--- config.mk ---
export PLATFORM = sky130hd
export DESIGN_NAME = seg7_scan_ctrl
export DESIGN_NICKNAME = d
export VERILOG_FILES = /design/src/rtl/seg7_scan_ctrl.sv
export SDC_FILE = /design/constraint.sdc
export NUM_CORES = 1
export LEC_CHECK = 0
export ABC_AREA = 1
export CORE_MARGIN = 8
export CORE_UTILIZATION = 29
export CTS_CLUSTER_SIZE = 24
export DETAILED_ROUTE_END_ITERATION = 10
export MAX_ROUTING_LAYER = met4
export SLEW_MARGIN = 10
export SYNTH_ARGS = -nofsm -noshare
export SYNTH_HDL_FRONTEND = slang
export SYNTH_SLANG_ARGS = --single-unit
--- constraint.sdc ---
create_clock -name clk -period 4.2 [get_ports clk]
set_input_delay 0.84 -clock clk [delete_from_list [all_inputs] [get_ports clk]]
set_output_delay 0.84 -clock clk [all_outputs]
set_load 0.005 [all_outputs]
--- src/rtl/seg7_scan_ctrl.sv ---
// rtl/seg7_scan_ctrl.sv - APB-programmed 8-digit multiplexed seven-segment scan controller
module seg7_scan_ctrl #(
  parameter int DIV_RESET    = 100000,
  parameter int BLANK_CYCLES = 16
) (
  input  logic        clk,
  input  logic        rst_n,
  input  logic        psel,
  input  logic        penable,
  input  logic        pwrite,
  input  logic [11:0] paddr,
  input  logic [31:0] pwdata,
  output logic [31:0] prdata,
  output logic        pready,
  output logic        pslverr,
  output logic [6:0]  seg_o,
  output logic [7:0]  an_o
);

  typedef enum logic [1:0] {S_IDLE, S_BLANK, S_DRIVE} state_t;

  localparam logic [19:0] DIV_INIT   = 20'(DIV_RESET);
  localparam logic [19:0] BLANK_INIT = 20'(BLANK_CYCLES - 1);

  state_t      r_state, w_state_nxt;
  logic [31:0] r_data, r_shadow, w_shadow_nxt;
  logic        r_en;
  logic [7:0]  r_digit_en;
  logic [19:0] r_div;
  logic [2:0]  r_digit, w_digit_nxt;
  logic [19:0] r_cnt, w_cnt_nxt;
  logic [6:0]  r_seg, w_seg_nxt;
  logic [7:0]  r_an, w_an_nxt;
  logic [3:0]  w_nibble;
  logic        w_addr_err, w_wr;
  logic [31:0] w_rdata;
  logic        w_unused;

  function automatic logic [6:0] hex7(input logic [3:0] n);
    case (n)
      4'h0: hex7 = 7'h40;
      4'h1: hex7 = 7'h79;
      4'h2: hex7 = 7'h24;
      4'h3: hex7 = 7'h30;
      4'h4: hex7 = 7'h19;
      4'h5: hex7 = 7'h12;
      4'h6: hex7 = 7'h02;
      4'h7: hex7 = 7'h78;
      4'h8: hex7 = 7'h00;
      4'h9: hex7 = 7'h10;
      4'hA: hex7 = 7'h08;
      4'hB: hex7 = 7'h03;
      4'hC: hex7 = 7'h46;
      4'hD: hex7 = 7'h21;
      4'hE: hex7 = 7'h06;
      default: hex7 = 7'h0E;
    endcase
  endfunction

  assign w_unused   = &{1'b0, paddr[1:0]};
  assign w_addr_err = |paddr[11:4];
  assign w_wr       = psel & penable & pwrite & ~w_addr_err;
  assign w_nibble   = r_shadow[{r_digit, 2'b00} +: 4];

  always_comb begin
    w_rdata = 32'h0;
    case (paddr[3:2])
      2'd0:    w_rdata = r_data;
      2'd1:    w_rdata = {16'h0, r_digit_en, 7'h0, r_en};
      2'd2:    w_rdata = {12'h0, r_div};
      default: w_rdata = {28'h0, (r_state != S_IDLE), r_digit};
    endcase
  end

  assign prdata  = (psel && !w_addr_err) ? w_rdata : 32'h0;
  assign pslverr = psel & penable & w_addr_err;
  assign pready  = 1'b1;

  // Outputs are computed for the state being entered so they change on the transition edge.
  always_comb begin
    w_state_nxt  = r_state;
    w_digit_nxt  = r_digit;
    w_cnt_nxt    = r_cnt;
    w_shadow_nxt = r_shadow;
    w_an_nxt     = 8'hFF;
    w_seg_nxt    = 7'h7F;
    if (!r_en) begin
      w_state_nxt = S_IDLE;
      w_digit_nxt = 3'd0;
      w_cnt_nxt   = 20'd0;
    end else begin
      case (r_state)
        S_IDLE: begin
          w_state_nxt  = S_BLANK;
          w_digit_nxt  = 3'd0;
          w_cnt_nxt    = BLANK_INIT;
          w_shadow_nxt = r_data;
        end
        S_BLANK: begin
          if (r_cnt == 20'd0) begin
            w_state_nxt = S_DRIVE;
            w_cnt_nxt   = r_div - 20'd1;
          end else begin
            w_cnt_nxt = r_cnt - 20'd1;
          end
        end
        S_DRIVE: begin
          if (r_cnt == 20'd0) begin
            w_state_nxt = S_BLANK;
            w_digit_nxt = r_digit + 3'd1;
            w_cnt_nxt   = BLANK_INIT;
            if (r_digit == 3'd7) w_shadow_nxt = r_data;
          end else begin
            w_cnt_nxt = r_cnt - 20'd1;
          end
        end
        default: w_state_nxt = S_IDLE;
      endcase
    end
    if (w_state_nxt == S_DRIVE) begin
      w_seg_nxt = hex7(w_nibble);
      if (r_digit_en[r_digit]) w_an_nxt = ~(8'h01 << r_digit);
    end
  end

  always_ff @(posedge clk) begin
    if (!rst_n) begin
      r_state    <= S_IDLE;
      r_digit    <= 3'd0;
      r_cnt      <= 20'd0;
      r_shadow   <= 32'h0;
      r_data     <= 32'h0;
      r_en       <= 1'b0;
      r_digit_en <= 8'hFF;
      r_div      <= DIV_INIT;
      r_an       <= 8'hFF;
      r_seg      <= 7'h7F;
    end else begin
      r_state  <= w_state_nxt;
      r_digit  <= w_digit_nxt;
      r_cnt    <= w_cnt_nxt;
      r_shadow <= w_shadow_nxt;
      r_an     <= w_an_nxt;
      r_seg    <= w_seg_nxt;
      if (w_wr) begin
        case (paddr[3:2])
          2'd0: r_data <= pwdata;
          2'd1: begin
            r_en       <= pwdata[0];
            r_digit_en <= pwdata[15:8];
          end
          2'd2: r_div <= (pwdata[19:0] == 20'd0) ? 20'd1 : pwdata[19:0];
          default: ;
        endcase
      end
    end
  end

  assign seg_o = r_seg;
  assign an_o  = r_an;

endmodule

==> results of run 1 <==
-- power by group through the flow --
stage | registers (mW) | logic [mW] | clock network, mW
2_1_floorplan | 1.29 | 0.0372 | 0
3_3_place_gp | 1.29 | 0.105 | 0
3_5_place_dp | 1.29 | 0.104 | 0
4_1_cts | 1.26 | 0.105 | 1.56
5_1_grt | 1.26 | 0.114 | 1.62
6_report | 1.26 | 0.105 | 1.54
-- sequential cells by signal (all words and copies together) (netlist names) --
name	flops
r_en	1
r_state	2
r_digit	3
r_cnt	20
r_shadow	32
r_data	32
an_o	8
r_digit_en	8
seg_o	7
r_div	20
-- through the flow --
step	cell area [sq um]	utilization, %	hold WS [ps]	cells	setup slack (ps)
floorplan	6999	-	429.8	1013	1499
global placement	8185	34.06	442.8	1393	245.3
detailed placement	8185	34.06	452.0	1393	248.3
CTS	8792	36.58	461.4	1425	236.2
global route	8792	36.58	484.7	1425	64.08
finish	8792	36.58	463.9	1425	259.0
-- metal layers --
layer / share of wire, % / GRT usage, %
met5: 0 / -
met1: 45 / 18.11
met4: 2.5 / 5.633
met3: 3.6 / 2.915
met2: 49 / 26.49
-- path summary, 6_finish.rpt --
kind	from	slack [ps]	endpoint	depth (start not counted)
setup / recovery	paddr[5]	260	prdata[19]	7
hold / removal	r_shadow[6]	460	r_shadow[6]	2
setup reg to reg	r_cnt[0]	1500	r_shadow[1]	10
hold reg to reg	r_shadow[6]	460	r_shadow[6]	2
-- logic make-up (layout without fill, tap and decap cells) --
family / count (synthesis) / after routing / synth area share, %
other: 1 / 1 / 0.05358
flip-flops: 133 / 133 / 38.04
buffers and inverters: 155 / 243 / 9.170
adder cells (fa/ha/maj): 19 / 19 / 3.397
AND/OR/NAND/NOR: 403 / 403 / 25.28
AO/OA/AOI/OAI: 279 / 279 / 21.18
XOR/XNOR: 23 / 23 / 2.878
-- critical path, stage by stage --
cell and delay (ps):
clkdlybuf4s50_1 400, nor4_1 310, and3_1 280, inv_1 300, buf_4 280, a21oi_1 150
clkdlybuf4s50_1 530
-- cell usage in the layout (no fill, tap or decap), types with 7 or more instances in the layout --
cell type / synthesis / layout
dfxtp_1: 133 / 133
clkbuf_16: 0 / 17
nand4_1: 11 / 11
buf_4: 2 / 11
inv_1: 98 / 98
a21oi_1: 117 / 117
o21ai_0: 80 / 80
nor3_1: 19 / 19
nand3_1: 49 / 48
xor2_1: 18 / 18
nand2_1: 194 / 194
o21ai_1: 47 / 47
o211ai_1: 11 / 11
inv_2: 7 / 7
clkdlybuf4s50_1: 0 / 93
a31oi_1: 9 / 9
nor2_1: 96 / 96
nor4_1: 7 / 7
ha_1: 19 / 19
-- layout make-up --
cell class / count / area [sq um]
inverter: 106 / 399.1
timing repair buffer: 105 / 1018
clock buffer: 18 / 429.2
tap: 324 / 405.4
clock inverter: 14 / 177.7
fill: 2580 / 15240
sequential: 133 / 2663
multi-input combinational: 725 / 3700
==> impl_metrics.py, run 1 <==
metrics = {
    "status": {
        "status": "finished clean",
    },
    "final_layout": {
        "num_antenna_cells": 0,
        "area_growth_pct": 25.62,
        "final_nets": 1156,
        "drive_above_1_share_pct": 6.721,
    },
    "clock_network": {
        "htreeDepth": 4,
        "path_clk_slew_ps": 60,
        "ctsResizeCount": 0,
        "clockRootBuffer": "clkbuf_16",
        "cts_buffer_depth": 2,
        "tritoncts": "yes",
        "insertion_delay_ps": 420,
        "clock_sinks": 133,
        "cts_setup_buffers": 0,
        "cts_buffers": 17,
        "hold_buffers": 0,
    },
    "pwr": {
        "comb_power_share_pct": 3.6,
        "p_switching_mw": 0.6553,
        "total_power_mw": 2.906,
        "leakage_nw": 3.439,
        "pwr_density_cell_mw_per_mm2": 330.5,
        "p_sw_share_pct": 22.55,
        "sequentialPowerShare_pct": 43.4,
        "peakVddDrop_uv": 222.5,
        "clkPwrFrac_pct": 53.0,
        "p_int_mw": 2.250,
    },
    "floorplanning": {
        "initial_core_util_pct": 29.12,
        "dieArea_sq_mm": 0.02936,
        "core_sq_mm": 0.02403,
        "fp-row-count": 57,
        "ios": 98,
        "fp.dieH_um": 171.4,
        "die_width_um": 171.4,
    },
    "placement": {
        "gp_congestion": 0.8708,
        "dp_hpwl_um": 16550,
        "portBuffers": 94,
    },
    "global_route": {
        "antenna_found_initial": 0,
        "grt_max_degree": 91,
        "grt-ovfl-total": 0,
        "first_global_vias": 6633,
        "grt_pass1_wl_um": 34830,
        "grt_usage_pct": 15.57,
    },
    "yosys": {
        "seq_area_frac_synth_pct": 38.04,
        "syn_area_per_cell_sq_um": 6.909,
        "synthTopCellsByArea": "dfxtp_1, nand2_1, a21oi_1",
        "synth_nets": 1081,
        "syn-instance-count": 1013,
        "syn_area_sq_mm": 0.006999,
        "synth_edf_count": 0,
        "synth_cell_types": 42,
        "synthTopCellsByCount": "nand2_1, dfxtp_1, a21oi_1",
        "synth_most_common_cell": "nand2_1",
        "yosysWarningCount": 0,
        "synth_top_area_cell": "dfxtp_1",
        "ys_ff_latch": 133,
        "synth_ff_type": "dfxtp_1",
        "async_reset_ff_share_pct": 0,
        "synth_top_area_share_pct": 38.04,
    },
    "drt": {
        "route.detailed.drc": 0,
        "vias": 6807,
        "wl_um": 22040,
        "vias_per_cell": 4.777,
        "antenna_left": 0,
        "post_drt_wl_per_cell_um": 15.46,
        "drt-initial-drc-count": 418,
        "drt_pass1_iterations": 6,
    },
    "sta": {
        "tightestPinTransition_ps": 911.9,
        "setup_tns_ps": 0,
        "rsz0062_at_grt": "false",
        "slew_viol_final": 0,
        "fin_skew_ps": 10.39,
        "fmax_mhz": 253.7,
        "hold_violations": 0,
        "max_slew_margin_pct": 39.06,
        "post-route-period-util_pct": 93.83,
        "setup_viol": 0,
        "min_period_ps": 3941,
    },
    "critical_path": {
        "crit_path_end_kind": "primary output",
        "worstPathRequired_ps": 3360,
        "start_kind": "input pin",
        "arrival_ps": 3100,
        "crit_type": "in2out",
        "crit_fanout": 16,
    },
    "min_path": {
        "worstHoldPathType": "reg2reg",
    },
    "job": {
        "drv_cap": 0,
    },
}
(Power assumes the default switching activity.)
==> run 2, diff against run 1 <==
- PLACE_DENSITY: not set -> 0.5
- SETUP_SLACK_MARGIN: not set -> 0.02
==> impl_metrics.py, run 2 (synthesis results as in run 1) <==
metrics = {
    "pwr": {
        "total_power_mw": 2.837,
        "pwr_density_cell_mw_per_mm2": 322.3,
        "leakage_nw": 3.456,
        "peakVddDrop_uv": 218.7,
    },
    "final_layout": {
        "mostFrequentLayoutCell": "nand2_1",
        "reg_top3": "r_data (32), r_shadow (32)",
        "drive_above_1_share_pct": 7.143,
        "final_nets": 1161,
        "num_antenna_cells": 0,
        "fin_cells": 1430,
        "layout_common_cells": "nand2_1, dfxtp_1, a21oi_1, inv_1, nor2_1",
        "design_area_sq_mm": 0.008802,
        "area_growth_pct": 25.76,
    },
    "sta": {
        "tightestPinTransition_ps": 869.5,
        "fin_skew_ps": 15.97,
        "slew_viol_final": 0,
        "fmax_mhz": 258.5,
        "setup_viol": 0,
        "setup_tns_ps": 0,
        "max_slew_margin_pct": 42.03,
        "hold_violations": 0,
        "post-route-period-util_pct": 92.09,
        "setup_ws_ps": 332.2,
        "min_period_ps": 3868,
        "rsz0062_at_grt": "false",
    },
    "critical_path": {
        "r2r-end": "seg_o[3]",
        "crit_path_end_kind": "primary output",
        "crit_fanout": 8,
        "crit_path_start": "paddr[9]",
        "r2r_cells": 10,
        "worst_path_max_delay_cell": "clkdlybuf4s50_1",
        "path_cells": "clkdlybuf4s50_1 -> nor4_1 -> and3_1 -> nand2_1 -> a31oi_1 -> clkdlybuf4s50_1",
        "crit_top_cell": "clkdlybuf4s50_1",
        "start_kind": "input pin",
        "crit_type": "in2out",
        "arrival_ps": 3030,
        "worstPathRequired_ps": 3360,
        "critPathCapture": "prdata[13]",
        "timing.rr.start": "r_digit[0]",
        "critPathMaxStageDelay_ps": 570,
        "r2r_slack_ps": 1390,
    },
    "floorplanning": {
        "dieArea_sq_mm": 0.02936,
        "die_width_um": 171.4,
        "initial_core_util_pct": 29.12,
        "ios": 98,
        "fp.dieH_um": 171.4,
        "core_sq_mm": 0.02403,
        "fp-row-count": 57,
    },
    "drt": {
        "vias_per_cell": 4.775,
        "drt-initial-drc-count": 375,
        "vias": 6828,
        "antenna_left": 0,
        "post_drt_wl_per_cell_um": 16.52,
        "route.detailed.drc": 0,
        "wl_um": 23620,
        "drt_pass1_iterations": 5,
    },
    "clock_network": {
        "cts_buffer_depth": 2,
        "hold_buffers": 0,
        "tritoncts": "yes",
        "cts_buffers": 17,
        "htreeDepth": 4,
        "clock_sinks": 133,
        "clockRootBuffer": "clkbuf_16",
        "ctsResizeCount": 0,
        "cts_setup_buffers": 0,
        "path_clk_slew_ps": 60,
        "insertion_delay_ps": 430,
    },
    "placement": {
        "place_ws_ps": 314.0,
        "placedCellCount": 1398,
        "dpl-instance-area_sq_mm": 0.008235,
        "dp_hpwl_um": 17570,
        "portBuffers": 94,
        "gp_congestion": 0.8864,
    },
    "global_route": {
        "first_global_vias": 6580,
        "antenna_found_initial": 0,
        "grt_usage_pct": 16.76,
        "grt_pass1_wl_um": 36940,
        "grt_max_degree": 91,
        "grt-ovfl-total": 0,
    },
    "job": {
        "drv_cap": 0,
    },
    "min_path": {
        "worstHoldPathType": "reg2reg",
    },
    "status": {
        "status": "finished clean",
    },
}
[run 2: cell count changes in the layout (fill, tap and decap cells not counted)]
cell / before / now
buf_4: 11 / 15
inv_6: 2 / 5
bufinv_16: 3 / 1
clkinv_4: 4 / 2
buf_12: 0 / 1
clkbuf_8: 0 / 1
clkinv_2: 2 / 3
clkinvlp_4: 4 / 3
[run 2: area by class of cell]
cell class | instances | area [sq um]
Tap cell | 324 | 405.4
Clock inverter | 13 | 123.9
Inverter | 106 | 399.1
Sequential cell | 133 | 2663
Multi-Input combinational cell | 725 | 3700
Clock buffer | 19 | 442.9
Fill cell | 2644 | 15230
Timing Repair Buffer | 110 | 1069
[run 2: worst min path at each step]
stage | start | depth (start not counted) | to | slack (ps)
finish | r_shadow[6] | 2 | r_shadow[6] | 470
global route | r_shadow[6] | 2 | r_shadow[6] | 490
CTS | r_shadow[6] | 2 | r_shadow[6] | 480
detailed placement | r_shadow[6] | 2 | r_shadow[6] | 460
global placement | r_shadow[6] | 2 | r_shadow[6] | 450
floorplan | r_shadow[6] | 2 | r_shadow[6] | 430
[run 2: stage by stage]
stage	hold slack, ps	utilization [%]
2_1_floorplan	429.8	-
3_3_place_gp	446.1	34.27
3_5_place_dp	461.6	34.27
4_1_cts	477.4	36.62
5_1_grt	489.6	36.62
6_report	471.9	36.62
[run 2: metal layers]
metal | vias to the layer above | GRT usage (%) | part of all wire (%)
met2 | 117 | 27.53 | 48
met4 | 0 | 5.293 | 1.9
li1 | 3524 | - | -
met5 | - | - | 0
met3 | 27 | 2.433 | 2.6
met1 | 3160 | 21.00 | 47
[run 2: critical path, delay by kind of cell]
family | cells | cell delay [ps]
AO/OA/AOI/OAI | 1 | 330
buffers and inverters | 2 | 970
AND/OR/NAND/NOR | 3 | 890
[run 2: report_power, final]
part | switching, mW | internal [mW] | total (mW)
registers | 0.000117 | 1.26 | 1.26
logic | 0.0603 | 0.0520 | 0.112
clock network | 0.625 | 0.839 | 1.46
total | 0.685 | 2.15 | 2.84
